--- config.mk ---
export PLATFORM = sky130hd
export DESIGN_NAME = mem_arbiter
export DESIGN_NICKNAME = d
export VERILOG_FILES = /design/src/rtl/mem_arbiter.sv
export SDC_FILE = /design/constraint.sdc
export NUM_CORES = 1
export LEC_CHECK = 0
export BUFFER_PORTS_ARGS = -buffer_cell sky130_fd_sc_hd__buf_4
export CORE_AREA = 3 3 117 119
export DETAILED_ROUTE_END_ITERATION = 10
export DIE_AREA = 0 0 120 122
export PLACE_DENSITY_LB_ADDON = 0.1
export SETUP_SLACK_MARGIN = 0.15
export SLEW_MARGIN = 20
export SYNTH_ARGS = -nofsm -noshare
export SYNTH_HDL_FRONTEND = slang
export SYNTH_SLANG_ARGS = --single-unit
export TNS_END_PERCENT = 5
--- constraint.sdc ---
create_clock -name clock -period 1.8 [get_ports clock]
set_input_delay 0.18 -clock clock [delete_from_list [all_inputs] [get_ports clock]]
set_output_delay 0.18 -clock clock [all_outputs]
set_load 0.05 [all_outputs]
--- src/rtl/mem_arbiter.sv ---
// Two-port round-robin arbiter in front of a single-port data memory.
// Port 0 is the CPU data port and port 1 is the loader/DMA port.
// Each access takes three cycles: IDLE (grant), ACCESS (memory strobe) and RESP (ack).
// An address outside the memory window is acknowledged with err set and
// never reaches the memory strobes.
module mem_arbiter #(
  parameter logic [15:0] MEM_ADDR = 16'h1000,
  parameter logic        RR_INIT  = 1'b1
) (
  input  logic        clock,
  input  logic        reset,
  input  logic        p0_req,
  input  logic [31:0] p0_addr,
  input  logic [31:0] p0_wdata,
  input  logic [1:0]  p0_size,
  input  logic        p0_we,
  output logic        p0_ack,
  output logic        p0_err,
  output logic [31:0] p0_rdata,
  input  logic        p1_req,
  input  logic [31:0] p1_addr,
  input  logic [31:0] p1_wdata,
  input  logic [1:0]  p1_size,
  input  logic        p1_we,
  output logic        p1_ack,
  output logic        p1_err,
  output logic [31:0] p1_rdata,
  output logic [31:0] mem_addr,
  output logic [31:0] mem_wdata,
  output logic [1:0]  mem_size,
  output logic        mem_we,
  output logic        mem_re,
  input  logic [31:0] mem_rdata
);

  typedef enum logic [1:0] {
    IDLE   = 2'd0,
    ACCESS = 2'd1,
    RESP   = 2'd2
  } state_t;

  state_t      state_q, state_d;
  logic        owner_q, owner_d;
  logic        last_owner_q, last_owner_d;
  logic        inwin_q, inwin_d;
  logic [31:0] p0_rdata_q, p0_rdata_d;
  logic [31:0] p1_rdata_q, p1_rdata_d;
  logic        p0_ack_q, p0_ack_d;
  logic        p1_ack_q, p1_ack_d;
  logic        p0_err_q, p0_err_d;
  logic        p1_err_q, p1_err_d;

  logic        grant_port;
  logic [31:0] own_addr;
  logic [31:0] own_wdata;
  logic [1:0]  own_size;
  logic        own_we;
  logic [31:0] resp_data;

  // The memory-side fields always follow the current owner.
  always_comb begin
    own_addr  = owner_q ? p1_addr  : p0_addr;
    own_wdata = owner_q ? p1_wdata : p0_wdata;
    own_size  = owner_q ? p1_size  : p0_size;
    own_we    = owner_q ? p1_we    : p0_we;
  end

  assign mem_addr  = own_addr;
  assign mem_wdata = own_wdata;
  assign mem_size  = own_size;
  // The strobes are active only in ACCESS and only inside the window.
  // The reset term stops an aborted access from committing a write at that edge.
  assign mem_re    = (state_q == ACCESS) & ~own_we & inwin_q;
  assign mem_we    = (state_q == ACCESS) & own_we & inwin_q & ~reset;

  assign resp_data = (own_we | ~inwin_q) ? 32'h0 : mem_rdata;

  assign p0_ack   = p0_ack_q;
  assign p1_ack   = p1_ack_q;
  assign p0_err   = p0_err_q;
  assign p1_err   = p1_err_q;
  assign p0_rdata = p0_rdata_q;
  assign p1_rdata = p1_rdata_q;

  // Next-state logic: grant in IDLE, capture the response in ACCESS, retire in RESP.
  always_comb begin
    state_d      = state_q;
    owner_d      = owner_q;
    last_owner_d = last_owner_q;
    inwin_d      = inwin_q;
    p0_rdata_d   = p0_rdata_q;
    p1_rdata_d   = p1_rdata_q;
    p0_ack_d     = 1'b0;
    p1_ack_d     = 1'b0;
    p0_err_d     = 1'b0;
    p1_err_d     = 1'b0;
    grant_port   = 1'b0;
    case (state_q)
      IDLE: begin
        if (p0_req || p1_req) begin
          // When both ports request, the port that was not served last wins.
          grant_port = (p0_req && p1_req) ? ~last_owner_q : p1_req;
          owner_d    = grant_port;
          inwin_d    = ((grant_port ? p1_addr[31:16] : p0_addr[31:16]) == MEM_ADDR);
          state_d    = ACCESS;
        end
      end
      ACCESS: begin
        if (owner_q) begin
          p1_rdata_d = resp_data;
          p1_ack_d   = 1'b1;
          p1_err_d   = ~inwin_q;
        end else begin
          p0_rdata_d = resp_data;
          p0_ack_d   = 1'b1;
          p0_err_d   = ~inwin_q;
        end
        last_owner_d = owner_q;
        state_d      = RESP;
      end
      RESP: begin
        state_d = IDLE;
      end
      default: begin
        state_d = IDLE;
      end
    endcase
  end

  // State registers; reset takes priority over every transition.
  always_ff @(posedge clock) begin
    if (reset) begin
      state_q      <= IDLE;
      owner_q      <= 1'b0;
      last_owner_q <= RR_INIT;
      inwin_q      <= 1'b0;
      p0_rdata_q   <= 32'h0;
      p1_rdata_q   <= 32'h0;
      p0_ack_q     <= 1'b0;
      p1_ack_q     <= 1'b0;
      p0_err_q     <= 1'b0;
      p1_err_q     <= 1'b0;
    end else begin
      state_q      <= state_d;
      owner_q      <= owner_d;
      last_owner_q <= last_owner_d;
      inwin_q      <= inwin_d;
      p0_rdata_q   <= p0_rdata_d;
      p1_rdata_q   <= p1_rdata_d;
      p0_ack_q     <= p0_ack_d;
      p1_ack_q     <= p1_ack_d;
      p0_err_q     <= p0_err_d;
      p1_err_q     <= p1_err_d;
    end
  end

endmodule

==> reports/metrics.csv, run 1 <==
stage,metric,value,unit
global_route,GRT Overall Usage,0.178,
finish,number of diodes,0,
finish,Synth-to-Final Area Change,101,%
yosys,Post-Synthesis Cells,298,
clocking,root buf cell,clkbuf_16,
critical_path,Crit Path Max Fanout,10,
floorplan,core area,12700,sq um
drt,drt wl/cell,19.2,um
sta,TNS Setup,0,ns
clocking,clk_lat worst skew,0.32,ns
critical_path,reg2reg setup slack,0.25,ns
drt,ANT nets after route,0,
sta,Tcrit/Tclk final,0.927,
sta,f_max,599,MHz
sta,clock period minus final worst setup slack,1.67,ns
drt,Vias/cell,4.69,
critical_path,reg2reg end,p0_rdata[30],
clocking,CTS buffer count,9,
sta,final hold violations,0,
floorplan,die width,120,um
critical_path,CP max stage delay,0.38,ns
yosys,register area share after synthesis,0.446,
sta,Pins Over Slew Limit,0,
critical_path,"Arr. time, crit path",1.49,ns
critical_path,CP Capture Type,output pin,
critical_path,crit path cell chain,buf_6 -> clkbuf_16 -> mux2_2 -> buf_6,
sta,slew at the pin with the worst max-slew slack,0.494,ns
yosys,syn_area_per_cell,11.0,sq um
pwr,Max IR drop VDD,0.412,mV
critical_path,worst setup path class,reg2out,
sta,final setup vio count,0,
clocking,Post-CTS Hold Buffers,0,
pwr,Reg power frac,0.333,
placed_design,Area after DPL,5730,sq um
pwr,Design Power,4930,uW
clocking,clock transition at the registers of the reported paths,0.06,ns
yosys,top-area cell type share of the netlist area,0.446,
yosys,number of synthesized flops with an enable pin,0,
drt,Total Wirelength,15.1,mm
drt,Remaining DRCs,0,
yosys,synth top area cells,"dfxtp_1 45%, mux2_2 23%, a22o_1 8.6%, a22oi_1 7.6%, nor2_1 4.4%",
finish,layout cell share with drive strength beyond 1,0.675,
critical_path,CP Launch Type,flip-flop,
drt,drt pass-1 iters,5,
floorplan,Die Y,122,um
floorplan,Initial Util,0.258,
critical_path,worst r2r src,owner_q,
finish,fin nets,780,
worst_hold_path,Worst Hold Depth,2,
flow_run,Max-cap violations,0,
sta,clock skew,0.00752,ns
yosys,cell taking the most area after synthesis,dfxtp_1,
worst_hold_path,min-delay src,mem_rdata[3],
outcome,status,"finished, final reports clean",
placed_design,routability cong.,0.810,
drt,initial DRC count,177,
critical_path,CP most frequent cell,buf_6,
critical_path,required time worst endpoint,1.62,ns
pwr,Clk pwr share,0.348,
pwr,combinational share of power,0.319,
clocking,clk buf depth,2,
global_route,first-pass GRT wire length,20.3,mm
yosys,ys flop type,dfxtp_1,
pwr,switching portion of total power,0.302,
clocking,CTS Sinks,73,
finish,Final Cell Area,6580,sq um
worst_hold_path,Hold/Removal Path Class,in2reg,
floorplan,FP Rows,41,
critical_path,Worst R2R Path Depth,6,
placed_design,Port Buffers,305,
yosys,synthesized area,3270,sq um
floorplan,I/O Pins,306,
critical_path,"Slowest-stage cell, CP",dfxtp_4,
pwr,Lkg Pwr,0.00307,uW
yosys,Post-synth top cells,"73 x dfxtp_1, 67 x mux2_2, 38 x nor2_1, 33 x a22oi_1, 32 x a22o_1",
pwr,Pwr Density,748,nW/um^2
sta,unrepaired setup endpoints after global routing,true,
placed_design,DP HPWL,11.1,mm
global_route,pin count of the biggest net entering global routing,41,
clocking,CTS tree,done,
floorplan,die area,14600,sq um
yosys,yosys synthesis warning count,0,
global_route,vias in the first global route,3654,
worst_hold_path,Hold EP,p1_rdata[3],
yosys,asr flop ratio synth,0,
pwr,Psw,1490,uW
yosys,post-synthesis register bit count,73,
global_route,antenna violations before repair,0,
drt,Vias,3690,
yosys,post-synth cell types,30,
pwr,Pint,3440,uW
clocking,htree depth,3,
yosys,"count leader, synth",dfxtp_1,
global_route,gr ovfl total,0,
yosys,syn nets,468,
sta,Rel. slew slack,0.671,
[cell type report]
class / instances / area (sq um)
Clock buffer: 11 / 233
Clock inverter: 5 / 56.3
Fill cell: 1182 / 6090
Inverter: 1 / 3.75
Multi-Input combinational cell: 199 / 1730
Sequential cell: 73 / 1470
Tap cell: 172 / 215
Timing Repair Buffer: 326 / 2870
[repair_timing]
action / CTS / global route
buffers inserted: 2 / 4
gates cloned: 1 / 6
pin swaps: 0 / 0
setup endpoints to repair: 68 / 68
resized for setup: 2 / 95
[power groups by stage]
stage	combinational [uW]	sequential [uW]	clock [uW]
after detailed placement	1340	1680	0
after global placement	1330	1680	0
after global routing	1640	1640	1840
after CTS	1360	1640	1770
after floorplan	769	1680	0
final	1570	1640	1720
[critical path, delay by kind of cell, from the launching register on]
kind / cells / cell delay (ns)
multiplexers: 1 / 0.35
flip-flops: 1 / 0.38
buffers and inverters: 3 / 0.44
[routing by layer]
| metal | vias up | global-route usage | share of wire |
|---|---|---|---|
| met5 | - | 0 | 0 |
| met4 | 0 | 0.0415 | 0.016 |
| met3 | 14 | 0.0539 | 0.077 |
| met2 | 182 | 0.323 | 0.53 |
| met1 | 1750 | 0.207 | 0.38 |
| li1 | 1744 | - | - |
[layout by cell type, fill, tap and decap left out, drive strengths merged, types with 2 or more instances in the layout]
| master | synthesis | layout |
|---|---|---|
| a22o | 32 | 32 |
| a22oi | 33 | 33 |
| buf | 22 | 321 |
| clkbuf | 3 | 16 |
| clkinv | 0 | 3 |
| dfxtp | 73 | 73 |
| mux2 | 67 | 67 |
| nand2 | 2 | 2 |
| nand3 | 2 | 2 |
| nand3b | 2 | 2 |
| nor2 | 38 | 38 |
| nor3 | 3 | 3 |
| nor4 | 5 | 5 |
| nor4b | 3 | 3 |
| or4 | 2 | 2 |
[how the worst max path moves through the flow]
stage,slack [ns],from,cells after the start,endpoint
6_report,0.13,owner_q,4,mem_addr[14]
5_1_grt,0.09,owner_q,4,mem_addr[11]
4_1_cts,0.07,owner_q,3,mem_wdata[24]
3_5_place_dp,0.30,state_q[0],5,p0_rdata[29]
3_3_place_gp,0.32,state_q[0],5,p0_rdata[10]
2_1_floorplan,0.16,owner_q,3,mem_re
[sequential cells by signal, summed over array words and instances (netlist names)]
register	count
p1_ack	1
inwin_q	1
p0_rdata	32
state_q	2
p1_rdata	32
p1_err	1
p0_ack	1
owner_q	1
p0_err	1
last_owner_q	1
[cells by family (layout without fill, tap and decap cells)]
family                 count (synthesis)  in the layout  share of synthesized area
AOI/OAI and AO/OA                     69             69                      0.169
buffers and inverters                 26            343                     0.0520
DFF                                   73             73                      0.446
muxes                                 67             67                      0.231
and+or+nand+nor                       63             63                      0.102
[stage by stage]
stage | util | worst slack, ns | cells | hold slack, ns
detailed placement | 0.452 | 0.303 | 758 | 0.413
floorplan | - | 0.164 | 298 | 0.280
global route | 0.520 | 0.0900 | 787 | 0.0713
CTS | 0.479 | 0.0713 | 777 | 0.0657
finish | 0.520 | 0.132 | 787 | 0.0819
global placement | 0.452 | 0.318 | 758 | 0.408
Power figures use the tool's default switching activity.
==> run 2, diff against run 1 <==
==> constraint.sdc (replaced) <==
create_clock -name clock -period 1.8 [get_ports clock]
set_input_delay 0.45 -clock clock [delete_from_list [all_inputs] [get_ports clock]]
set_output_delay 0.45 -clock clock [all_outputs]
set_load 0.05 [all_outputs]
==> run 2 against run 1 <==
  * The flow now finishes with violations (negative setup slack)
  * Clock-buffer cell count is 1 lower
  * Power grew 2.0%
  * Register-to-register slack gained 0.07 ns
  * Via count shrank 0.30%
  * Sequential power about the same
  * Sequential share of layout area fell by 0.50 points
  * Non-clock buffer count grew 2
  * Fmax decreased by 14%
  * Setup slack got worse by 0.26 ns
  * First-iteration DRC count grew 9.0%
  * Critical path type unchanged
  * Largest power group unchanged
  * Highest routed layer unchanged
==> reports/metrics.csv, run 2 (synthesis results as in run 1) <==
stage,metric,value,unit,change
worst_hold_path,Hold/Removal Path Class,in2reg,,
global_route,pin count of the biggest net entering global routing,35,,-15%
global_route,first-pass GRT wire length,21.0,mm,+3.6%
drt,drt pass-1 iters,4,,-1
global_route,gr ovfl total,0,,unchanged
placed_design,Post-Place Cells,765,,+0.92%
drt,ANT nets after route,0,,unchanged
sta,Pins Over Slew Limit,0,,unchanged
sta,slew at the pin with the worst max-slew slack,0.392,ns,-0.102 ns
finish,area of the multi-input gates,1820,sq um,+4.8%
finish,most frequent cells in the layout,"249 x buf_4, 72 x dfxtp_1, 53 x buf_6",,
sta,Rel. slew slack,0.737,,+0.0657
placed_design,DP HPWL,11.4,mm,+2.3%
flow_run,Max-cap violations,0,,unchanged
floorplan,die width,120,um,unchanged
critical_path,Crit Path Max Fanout,9,,-1
finish,Finished Layout Cells,789,,+0.25%
pwr,Pwr Density,747,nW/um^2,-0.14%
floorplan,FP Rows,41,,unchanged
drt,Total Wirelength,15.0,mm,-0.72%
pwr,Lkg Pwr,0.00316,uW,+3.1%
finish,Fill cells,1150,,-2.7%
placed_design,Area after DPL,5860,sq um,+2.2%
drt,Remaining DRCs,0,,unchanged
clocking,clk_lat worst skew,0.32,ns,about the same
finish,number of diodes,0,,unchanged
floorplan,core area,12700,sq um,unchanged
finish,Final Cell Area,6730,sq um,+2.2%
sta,final hold violations,0,,unchanged
sta,clock period minus final worst setup slack,1.93,ns,+0.262 ns
finish,storage element area,1470,sq um,about the same
clocking,CTS buffer count,9,,unchanged
sta,clock skew,0.00830,ns,+0.000778 ns
floorplan,I/O Pins,306,,unchanged
clocking,htree depth,3,,unchanged
clocking,CTS tree,done,,
sta,Tcrit/Tclk final,1.07,,+0.146
floorplan,die area,14600,sq um,unchanged
finish,fin nets,782,,+0.26%
finish,Synth-to-Final Area Change,106,%,
drt,initial DRC count,193,,+9.0%
drt,Vias,3679,,-0.30%
clocking,root buf cell,clkbuf_16,,
sta,TNS Setup,-7.00,ns,-7.00 ns
sta,unrepaired setup endpoints after global routing,true,,
finish,"commonest non-fill, non-tap cell in the layout",buf_4,,
clocking,Post-CTS Hold Buffers,0,,unchanged
critical_path,worst setup path class,reg2out,,
sta,f_max,518,MHz,-14%
outcome,violated checks,negative setup slack,,
drt,Vias/cell,4.66,,-0.55%
finish,layout cell share with drive strength beyond 1,0.676,,+0.00105
placed_design,Port Buffers,305,,unchanged
sta,fin worst setup slack,-0.131,ns,-0.262 ns
placed_design,routability cong.,0.743,,-8.2%
outcome,status,"complete, but fails checks",,
critical_path,"Arr. time, crit path",1.48,ns,about the same
global_route,vias in the first global route,3727,,+2.0%
critical_path,required time worst endpoint,1.35,ns,-0.27 ns
pwr,Design Power,5030,uW,+2.0%
global_route,GRT Overall Usage,0.184,,+0.00551
global_route,antenna violations before repair,0,,unchanged
sta,final setup vio count,68,,+68
floorplan,Initial Util,0.258,,unchanged
drt,drt wl/cell,19.0,um,-0.97%
pwr,Max IR drop VDD,0.384,mV,-6.8%
critical_path,CP Launch Type,flip-flop,,
clocking,clock transition at the registers of the reported paths,0.06,ns,about the same
critical_path,CP Capture Type,output pin,,
floorplan,Die Y,122,um,unchanged
clocking,CTS Sinks,73,,unchanged
clocking,clk buf depth,2,,unchanged
run 2: cell count changes in the layout (fill, tap and decap cells not counted), sizes merged:
cell	previous run	this run
clkinv	3	2
inv	1	2
clkinvlp	1	2
clkbuf	16	14
buf	321	324
run 2: final timing paths:
path	cells past startpoint	start	slack, ns	end
max	4	owner_q	-0.13	mem_addr[25]
min	2	mem_rdata[8]	0.35	p1_rdata[8]
max reg2reg	6	owner_q	0.32	p0_rdata[21]
min reg2reg	2	last_owner_q	0.46	last_owner_q
run 2: where the power goes:
group,internal [uW],switching [uW]
Combinational,783,852
Clock,1080,681
Sequential,1630,6.48
Total,3490,1540
run 2: timing repair:
item / CTS / global route
gates cloned: 0 / 6
setup endpoints to repair: 68 / 68
resized for setup: 71 / 40
pin swaps: 1 / 0
buffers inserted: 0 / 2
run 2: per-stage QoR:
stage / utilization / setup slack (ns) / hold WS [ns]
4_1_cts: 0.507 / -0.168 / 0.334
3_3_place_gp: 0.463 / 0.0983 / 0.446
5_1_grt: 0.531 / -0.181 / 0.341
2_1_floorplan: - / 0.108 / 0.418
6_report: 0.531 / -0.131 / 0.349
3_5_place_dp: 0.463 / 0.0947 / 0.449
run 2: critical path: stages (launching register included):
cell and delay, ns:
dfxtp_4 0.36, buf_12 0.14, clkbuf_16 0.16, mux2_2 0.34, buf_6 0.15
run 2: final cells by class:
cell class / instances / area share
clock buffers: 10 / 0.0340
clock inverters: 6 / 0.0100
inverters: 1 / 0.000558
multi-input cells: 199 / 0.270
flip-flops and latches: 73 / 0.218
well taps: 172 / 0.0320
repair buffers: 328 / 0.435
run 2: layer usage:
metal | vias to the layer above | wire length, um | GRT usage
li1 | 1750 | - | -
met1 | 1730 | 6340 | 0.242
met2 | 178 | 7350 | 0.291
met3 | 21 | 1060 | 0.0539
met4 | 0 | 289 | 0.0573
met5 | - | 0 | 0
